--- src/rtl/md5_iter_core.sv ---
`timescale 1ns/1ps
// md5_iter_core: folded single-block MD5 engine running UNROLL rounds per clock behind a valid/ready job port.
// Optional feature macro MD5_TARGET_CMP_EN adds target_hash / out_match digest comparison.
module md5_iter_core #(
  parameter int UNROLL = 4,
  parameter int TAG_W  = 32
) (
  input  logic             clk,
  input  logic             rst_n,
  input  logic             in_valid,
  output logic             in_ready,
  input  logic [447:0]     in_msg,
  input  logic [8:0]       in_len,
  input  logic [TAG_W-1:0] in_tag,
`ifdef MD5_TARGET_CMP_EN
  input  logic [127:0]     target_hash,
  output logic             out_match,
`endif
  output logic             out_valid,
  input  logic             out_ready,
  output logic [127:0]     out_digest,
  output logic [TAG_W-1:0] out_tag,
  output logic             out_err,
  output logic             busy
);

  if (UNROLL != 1 && UNROLL != 2 && UNROLL != 4 && UNROLL != 8 && UNROLL != 16) begin : g_bad_unroll
    $error("md5_iter_core: UNROLL must be 1, 2, 4, 8 or 16");
  end

  typedef enum logic [1:0] {S_IDLE, S_RUN, S_DONE} state_t;

  typedef struct packed {
    logic [31:0] a;
    logic [31:0] b;
    logic [31:0] c;
    logic [31:0] d;
  } md5_state_t;

  localparam logic [31:0] IV_A = 32'h67452301;
  localparam logic [31:0] IV_B = 32'hefcdab89;
  localparam logic [31:0] IV_C = 32'h98badcfe;
  localparam logic [31:0] IV_D = 32'h10325476;

  localparam logic [31:0] K_TAB [64] = '{
    32'hd76aa478, 32'he8c7b756, 32'h242070db, 32'hc1bdceee,
    32'hf57c0faf, 32'h4787c62a, 32'ha8304613, 32'hfd469501,
    32'h698098d8, 32'h8b44f7af, 32'hffff5bb1, 32'h895cd7be,
    32'h6b901122, 32'hfd987193, 32'ha679438e, 32'h49b40821,
    32'hf61e2562, 32'hc040b340, 32'h265e5a51, 32'he9b6c7aa,
    32'hd62f105d, 32'h02441453, 32'hd8a1e681, 32'he7d3fbc8,
    32'h21e1cde6, 32'hc33707d6, 32'hf4d50d87, 32'h455a14ed,
    32'ha9e3e905, 32'hfcefa3f8, 32'h676f02d9, 32'h8d2a4c8a,
    32'hfffa3942, 32'h8771f681, 32'h6d9d6122, 32'hfde5380c,
    32'ha4beea44, 32'h4bdecfa9, 32'hf6bb4b60, 32'hbebfbc70,
    32'h289b7ec6, 32'heaa127fa, 32'hd4ef3085, 32'h04881d05,
    32'hd9d4d039, 32'he6db99e5, 32'h1fa27cf8, 32'hc4ac5665,
    32'hf4292244, 32'h432aff97, 32'hab9423a7, 32'hfc93a039,
    32'h655b59c3, 32'h8f0ccc92, 32'hffeff47d, 32'h85845dd1,
    32'h6fa87e4f, 32'hfe2ce6e0, 32'ha3014314, 32'h4e0811a1,
    32'hf7537e82, 32'hbd3af235, 32'h2ad7d2bb, 32'heb86d391
  };

  // Indexed by {round group, round[1:0]}.
  localparam logic [4:0] S_TAB [16] = '{
    5'd7, 5'd12, 5'd17, 5'd22, 5'd5, 5'd9,  5'd14, 5'd20,
    5'd4, 5'd11, 5'd16, 5'd23, 5'd6, 5'd10, 5'd15, 5'd21
  };

  function automatic logic [31:0] bswap32(input logic [31:0] x);
    return {x[7:0], x[15:8], x[23:16], x[31:24]};
  endfunction

  function automatic md5_state_t md5_round(input md5_state_t s, input logic [5:0] i,
                                           input logic [511:0] blk);
    logic [31:0]  f;
    logic [3:0]   g;
    logic [511:0] blk_sh;
    logic [31:0]  sum;
    logic [63:0]  rot;
    case (i[5:4])
      2'd0:    begin f = (s.b & s.c) | (~s.b & s.d); g = i[3:0];          end
      2'd1:    begin f = (s.d & s.b) | (~s.d & s.c); g = 4'(5 * i + 1);   end
      2'd2:    begin f = s.b ^ s.c ^ s.d;            g = 4'(3 * i + 5);   end
      default: begin f = s.c ^ (s.b | ~s.d);         g = 4'(7 * i);       end
    endcase
    blk_sh = blk << {g, 5'b0};
    sum    = s.a + f + K_TAB[i] + bswap32(blk_sh[511:480]);
    rot    = {sum, sum} << S_TAB[{i[5:4], i[1:0]}];
    return '{a: s.d, b: s.b + rot[63:32], c: s.b, d: s.c};
  endfunction

  state_t       state, state_next;
  md5_state_t   hv, hv_next;
  logic [511:0] block, block_init;
  logic [447:0] msg_bits;
  logic [63:0]  len_bits;
  logic [6:0]   rnd;
  logic [127:0] digest_final;
  logic         accept, len_bad, last_cycle;

  assign accept     = in_valid && (state == S_IDLE);
  assign len_bad    = (in_len > 9'd447);
  assign last_cycle = ((rnd + 7'(UNROLL)) == 7'd64);

  // Keep the message bits, drop whatever sits below them, append the 1 marker and the LE bit length.
  assign msg_bits   = (in_msg & ~({448{1'b1}} >> in_len)) | ({1'b1, 447'b0} >> in_len);
  assign len_bits   = 64'(in_len);
  assign block_init = {msg_bits, bswap32(len_bits[31:0]), bswap32(len_bits[63:32])};

  always_comb begin
    hv_next = hv;
    for (int u = 0; u < UNROLL; u++) begin
      hv_next = md5_round(hv_next, 6'(rnd + 7'(u)), block);
    end
  end

  assign digest_final = {bswap32(hv_next.a + IV_A), bswap32(hv_next.b + IV_B),
                         bswap32(hv_next.c + IV_C), bswap32(hv_next.d + IV_D)};

  always_ff @(posedge clk) begin
    if (!rst_n) state <= S_IDLE;
    else        state <= state_next;
  end

  // NOTE: every output of this block is assigned a default first, so no path leaves one undriven (no latch).
  always_comb begin
    state_next = state;
    in_ready   = 1'b0;
    out_valid  = 1'b0;
    busy       = 1'b1;
    case (state)
      S_IDLE: begin
        in_ready = 1'b1;
        busy     = 1'b0;
        if (in_valid) state_next = len_bad ? S_DONE : S_RUN;
      end
      S_RUN:   if (last_cycle) state_next = S_DONE;
      S_DONE: begin
        out_valid = 1'b1;
        if (out_ready) state_next = S_IDLE;
      end
      default: state_next = S_IDLE;
    endcase
  end

  // NOTE: hash state and block have no reset: an accepted job always loads them before RUN reads them.
  always_ff @(posedge clk) begin
    if (accept && !len_bad) begin
      hv    <= '{a: IV_A, b: IV_B, c: IV_C, d: IV_D};
      block <= block_init;
    end else if (state == S_RUN) begin
      hv <= hv_next;
    end
  end

`ifdef MD5_TARGET_CMP_EN
  logic [127:0] target_q;

  always_ff @(posedge clk) begin
    if (accept) target_q <= target_hash;
  end
`endif

  always_ff @(posedge clk) begin
    if (!rst_n) begin
      rnd        <= '0;
      out_digest <= '0;
      out_tag    <= '0;
      out_err    <= 1'b0;
`ifdef MD5_TARGET_CMP_EN
      out_match  <= 1'b0;
`endif
    end else if (accept) begin
      rnd     <= '0;
      out_tag <= in_tag;
      out_err <= len_bad;
      if (len_bad) begin
        out_digest <= '0;
`ifdef MD5_TARGET_CMP_EN
        out_match  <= 1'b0;
`endif
      end
    end else if (state == S_RUN) begin
      rnd <= rnd + 7'(UNROLL);
      if (last_cycle) begin
        out_digest <= digest_final;
        out_err    <= 1'b0;
`ifdef MD5_TARGET_CMP_EN
        out_match  <= (digest_final == target_q);
`endif
      end
    end
  end

endmodule

--- config.mk ---
export PLATFORM = sky130hd
export DESIGN_NAME = md5_iter_core
export DESIGN_NICKNAME = d
export VERILOG_FILES = /design/src/rtl/md5_iter_core.sv
export SDC_FILE = /design/constraint.sdc
export NUM_CORES = 2
export LEC_CHECK = 0
export BUFFER_PORTS_ARGS = -buffer_cell sky130_fd_sc_hd__buf_2
export CELL_PAD_IN_SITES_DETAIL_PLACEMENT = 1
export CELL_PAD_IN_SITES_GLOBAL_PLACEMENT = 2
export CORE_MARGIN = 2
export CORE_UTILIZATION = 34
export DETAILED_ROUTE_END_ITERATION = 16
export PLACE_DENSITY_LB_ADDON = 0.1
export SLEW_MARGIN = 20
export SYNTH_ARGS = -nofsm -noshare
export SYNTH_HDL_FRONTEND = slang
export SYNTH_SLANG_ARGS = --single-unit
--- constraint.sdc ---
create_clock -name clk -period 31.3 [get_ports clk]
set_input_delay 6.26 -clock clk [delete_from_list [all_inputs] [get_ports clk]]
set_output_delay 6.26 -clock clk [all_outputs]
set_load 0.03 [all_outputs]
Word level (Yosys, flattened, before mapping)
Memory sizes are Yosys's and may differ from the RTL's.
Index checks and enable logic that the tools add are counted.
Cells by class
  add/sub/neg operators: 32
  multipliers: 12
  magnitude comparators: 9
  equality and inequality tests: 15
  shift-type cells: 10
  muxes and demuxes: 39
  bitwise gates (word level): 58
  reductions and logical operators: 14
Operator list (count)
  $shl A512 B9 Y512: 4
  $shr A448 B9 Y448 const A: 2
  $add A32 B32 Y32: 16
  $and A32 B32 Y32: 16
  $mux W128: 4
  $and A448 B448 Y448: 1
  $not A448 Y448: 1
  $or A448 B448 Y448: 1
  $or A32 B32 Y32: 12
  $pmux W32 S3: 4
  $xor A32 B32 Y32: 12
  $mux W32: 8
  $shl A64 B5 Y64: 4
  $not A32 Y32: 6
  $add A32 B32 Y32 const B: 2
  $mul A3 B6 Y4 const A: 8
  $pmux W4 S3: 4
  $mux W5: 8
  $add A32 B29 Y32 const B: 1
  $add A32 B31 Y32 const B: 1
  $ge A7 B7 Y1 const B: 4
  $not A6 Y7: 4
  $mul A2 B6 Y4 const A: 4
  $ge A5 B5 Y1 const B: 4
  23 further kinds: 58
Word-level totals
  bits in registers: 755
  ROM bits: 8512
  logic and storage cells: 207
  memories: 8
Memories
  (name not given): words 64, width 32, rd ports 1, clocked after Yosys merged registers in 0, write ports 0, line 88  | sum = s.a + f + K_TAB[i] + bswap32(blk_sh[511:480]);
  (name not given): words 64, width 32, rd ports 1, clocked after Yosys merged registers in 0, write ports 0, line 88
  (name not given): words 64, width 32, rd ports 1, clocked after Yosys merged registers in 0, write ports 0, line 88
  (name not given): words 64, width 32, rd ports 1, clocked after Yosys merged registers in 0, write ports 0, line 88
  (name not given): words 16, width 5, rd ports 1, clocked after Yosys merged registers in 0, write ports 0, line 89  | rot = {sum, sum} << S_TAB[{i[5:4], i[1:0]}];
  (name not given): words 16, width 5, rd ports 1, clocked after Yosys merged registers in 0, write ports 0, line 89
  2 more memories

Logic depth before layout (Yosys ltp)
  depth after elaboration: 40
  mapped depth: 169
  mapped depth without buffers: 158

Least setup slack after synthesis
No wires, ideal clock.
  kind: register -> register
  start point: register rnd[4]
  end point: register out_digest[70]
  library setup time: 0.074 ns
  data arrival time: 33.045 ns
  path slack: -1.820 ns
  stages on the path, launching flop included: 155
  period minus slack after synthesis: 33.120 ns
  cells stage by stage: dfxtp_1 clkbuf_1 inv_2 buf_1 buf_1 clkbuf_1 ha_1 clkbuf_1 clkbuf_1 clkbuf_1 buf_1 clkbuf_1 buf_1 mux4_2 mux2i_1 fa_1 fa_1 inv_1 [... 119 more ...] mux2i_1 mux2i_1 ha_1 a21o_1 a21oi_1 nor3b_1 a21boi_0 o21ai_0 a221o_1 a2111oi_0 or4_1 a31oi_1 xnor2_1 nor4_1 nor3b_1 o21ai_0 xor2_1 o21ai_0
RTL lines
  start, declared: line 98  | logic [6:0] rnd;
  start signal, assigned: line 185  | rnd <= rnd + 7'(UNROLL);
  end signal, assigned: line 187  | out_digest <= digest_final;
  end, declared: line 21  | output logic [127:0] out_digest,

==> results.md <==
| Result | Reported |
|:---|:---|
| Post-route fraction of the period consumed by the critical path | 97.57% |
| CP required | 31.93 ns |
| Slack of the critical path | 0.7613 ns |
| Area fraction of the dominant cell type after synthesis | 17.22% |
| Syn_nets | 10.67k |
| Worst setup slack for register-to-register paths | 0.76 ns |
| Sinks on the clock net | 753 |
| Area growth, synth to finish | 33.21% |
| Leading cell types in the layout, fill and taps excluded | buf_4 (2030), nand2_1 (1220), o21ai_0 (874), a21oi_1 (737), buf_2 (652) |
| Clk_lat worst skew | 0.80 ns |
| Final count of negative-setup-slack endpoints | 0 |
| Residual antenna-violating net count after detailed routing | 0 |
| Detailed router's first-iteration violation count | 11.37k |
| Fin. max-slew vios | 0 |
| Worst-case reg-to-reg path depth | 157 |
| CORE AREA | 232800 sq um |
| CTS H-tree depth | 3 |
| Die area | 238300 sq um |
| Worst min-delay path endpoint | out_digest[38] |
| Worst slew slack as a fraction of its limit | 14.77% |
| Final routed wirelength across all metal layers | 535300 um |
| Synthesized netlist cell count | 9630 |
| WHS Path Cells | 2 |
| Maximum clock frequency | 0.03275 GHz |
| Worst Setup Start Kind | flip-flop |
| Number of synthesized register bits | 753 |
| Top_reg_cell synth | edfxtp_1 |
| Most common cell type on the critical path | buf_4 |
| Final clock skew | 0.05837 ns |
| Std cell rows | 177 |
| Crit path buffers/inverters | 33 |
| Share of layout cells above drive strength 1 | 32.11% |
| Hold-fix buffers at CTS | 0 |
| Startpoint-to-endpoint class of the critical path | flip-flop to flip-flop |
| Final Util | 45.61% |
| Worst stage delay on the critical path | 0.71 ns |
| Effective utilization at floorplan | 34.24% |
| Family of cells with the greatest summed delay on the critical path | compound AO/OA/AOI/OAI gates |
| Hold violation count in the final report | 0 |
| First-pass iteration count of the detailed router | 6 |
| Buffers on Ports | 656 |
| Maximum fanout along the worst path | 8 |
| Hpwl dp | 430700 um |
| Number of distinct library cells after synthesis | 105 |
| Final instance count without filler cells | 14.91k |
| Share of synthesized flip-flops with an asynchronous set or reset | 0% |
| Via-to-Cell Ratio | 6.235 |
| Cell count after placement | 14.63k |
| Global-route wire length before repair | 727700 um |
| HP Start | out_digest[38] |
| Worst R2R End | out_digest[64] |
| Post-route DRC | 0 |
| Critical path's slowest cell | xor2_1 |
| Mapped cell area | 79700 sq um |
| CTS root buf | clkbuf_16 |
| Status | finished clean |
| Clock slew at reported path FFs | 0.06 ns |
| Maximum number of pins on one net before global-route repair | 122 |
| Critical path origin | rnd[5] |
| Wire length per cell | 35.90 um |
| Horizontal die dimension | 488.1 um |
| Dominant cells by area after synthesis | edfxtp_1 (17%), mux4_2 (8.8%), dfxtp_1 (7.4%) |
| Weighted congestion reported at the end of routability-driven placement | 1.053 |
| Arrival time reported for the critical path endpoint | 31.17 ns |
| Placement-stage worst setup slack | -2.150 ns |
| Clock tree from TritonCTS | yes |
| Yosys warning total | 0 |
| Boundary pin count | 657 |
| CP Capture Type | flip-flop |
| Number of violations of the max-capacitance limit | 0 |
| Worst min-delay path category | flip-flop to flip-flop |
| Most frequent standard cell in the layout excluding fill and tap cells | buf_4 |
| Slew at the pin with the worst max-slew slack | 1.265 ns |
| Launch point of the worst reg-to-reg path | rnd[5] |
| Vias after detailed routing | 92.98k |
| EDFF count, synth | 457 |
| Overflow left after global routing | 0 |
| Number of antenna violations at the first check in global routing | 39 |
| Total clock buffers created by CTS | 89 |
| Die height | 488.1 um |
| Tmin final | 30.54 ns |
| Total routing usage reported by global routing | 43.28% |
| Post-layout nets | 12.74k |
| Cell accounting for the most synthesized area | edfxtp_1 |
| Sequential cell area fraction in the yosys report | 24.65% |
| Largest buffer count on any clock path | 3 |
| Mean Syn Cell Area | 8.276 sq um |
| Vias in the first global route | 92.06k |
kinds of logic after synthesis:
family / share of synthesized area (%)
muxes: 13.26
adders and majority gates: 10.99
AOI/OAI and AO/OA: 25.28
xor gates and xnor gates: 4.880
DFF: 24.65
buffers and inverters: 6.236
and+or+nand+nor: 14.69
sequential cells by signal, indices dropped and copies added, names as in the netlist:
signal,count
block,457
out_digest,128
hv,128
state,2
out_tag,32
rnd,5
out_err,1
routing by layer:
layer / vias to the layer above / wire length [um] / part of all wire, % / track usage, %
li1: 39270 / - / - / -
met1: 46970 / 214500 / 40 / 55.98
met2: 5375 / 227200 / 42 / 65.44
met3: 1338 / 47490 / 8.9 / 8.405
met4: 24 / 45940 / 8.6 / 28.88
met5: - / 143 / 0.027 / 0
synthesized netlist by cell type (45+ instances only):
cell	count
xor2_1	98
a211oi_1	63
and3_1	58
clkbuf_1	624
a22o_1	102
o221ai_1	45
a21boi_0	57
nand2_1	1230
inv_1	523
nand3_1	175
o22ai_1	154
o211ai_1	99
nor2_1	666
mux2i_1	302
xnor2_1	339
mux2_2	50
fa_1	252
a21o_1	115
a21oi_1	816
a31oi_1	66
o21ai_0	978
edfxtp_1	457
dfxtp_1	296
o21a_1	63
a22oi_1	203
buf_1	146
o21bai_1	46
nor2b_1	145
mux4_2	310
nor3_1	129
a221oi_1	85
or3_1	51
o31ai_1	107
ha_1	297
or2_2	47
cell type report:
class / count / area, sq um
clock buffers: 104 / 2315
inverters: 546 / 2090
multi-input cells: 7556 / 57650
repair buffers: 2749 / 19730
diodes: 14 / 35.03
flip-flops and latches: 753 / 19660
fillers: 27370 / 126600
clock inverters: 57 / 747.0
well taps: 3132 / 3919
repair inverters: 2 / 20.02
metrics by stage:
stage,setup TNS [ns],hold WS (ns),cell area [sq um]
6_report,0,0.4483,106200
5_1_grt,-3.030,0.4703,106100
4_1_cts,0,0.4542,103600
3_5_place_dp,-47.95,0.4454,99830
3_3_place_gp,-32.09,0.4283,99820
2_1_floorplan,0,0.4363,79750
worst max path at each step:
stage	to	slack [ns]	cells after the start
after floorplan	out_digest[70]	0.07	152
after global placement	out_digest[71]	-1.77	157
after CTS	out_digest[69]	0.009	158
after detailed placement	out_digest[68]	-2.15	158
final	out_digest[64]	0.76	157
after global routing	out_digest[65]	-0.28	162
worst register-to-register path, delay by kind of cell (launching register included):
family                   cells  cell delay [ns]
adder cells (fa/ha/maj)     17             6.43
buffers and inverters       33             4.72
flip-flops                   1             0.36
AO/OA/AOI/OAI               67            11.97
multiplexers                10             2.09
AND/OR/NAND/NOR             20             2.58
XOR/XNOR                    10             2.32
repair_timing:
| item | in CTS | in global routing |
|---|---|---|
| endpoints found under the hold margin | 0 | 0 |
| setup endpoints to repair | 46 | 50 |
| buffers inserted | 15 | 90 |
| gates resized for setup | 127 | 449 |
| gates cloned | 2 | 4 |
| pin swaps | 31 | 265 |
Power is not shown: default switching activity piles up to over one toggle a cycle in this logic, so the estimate is an artifact.
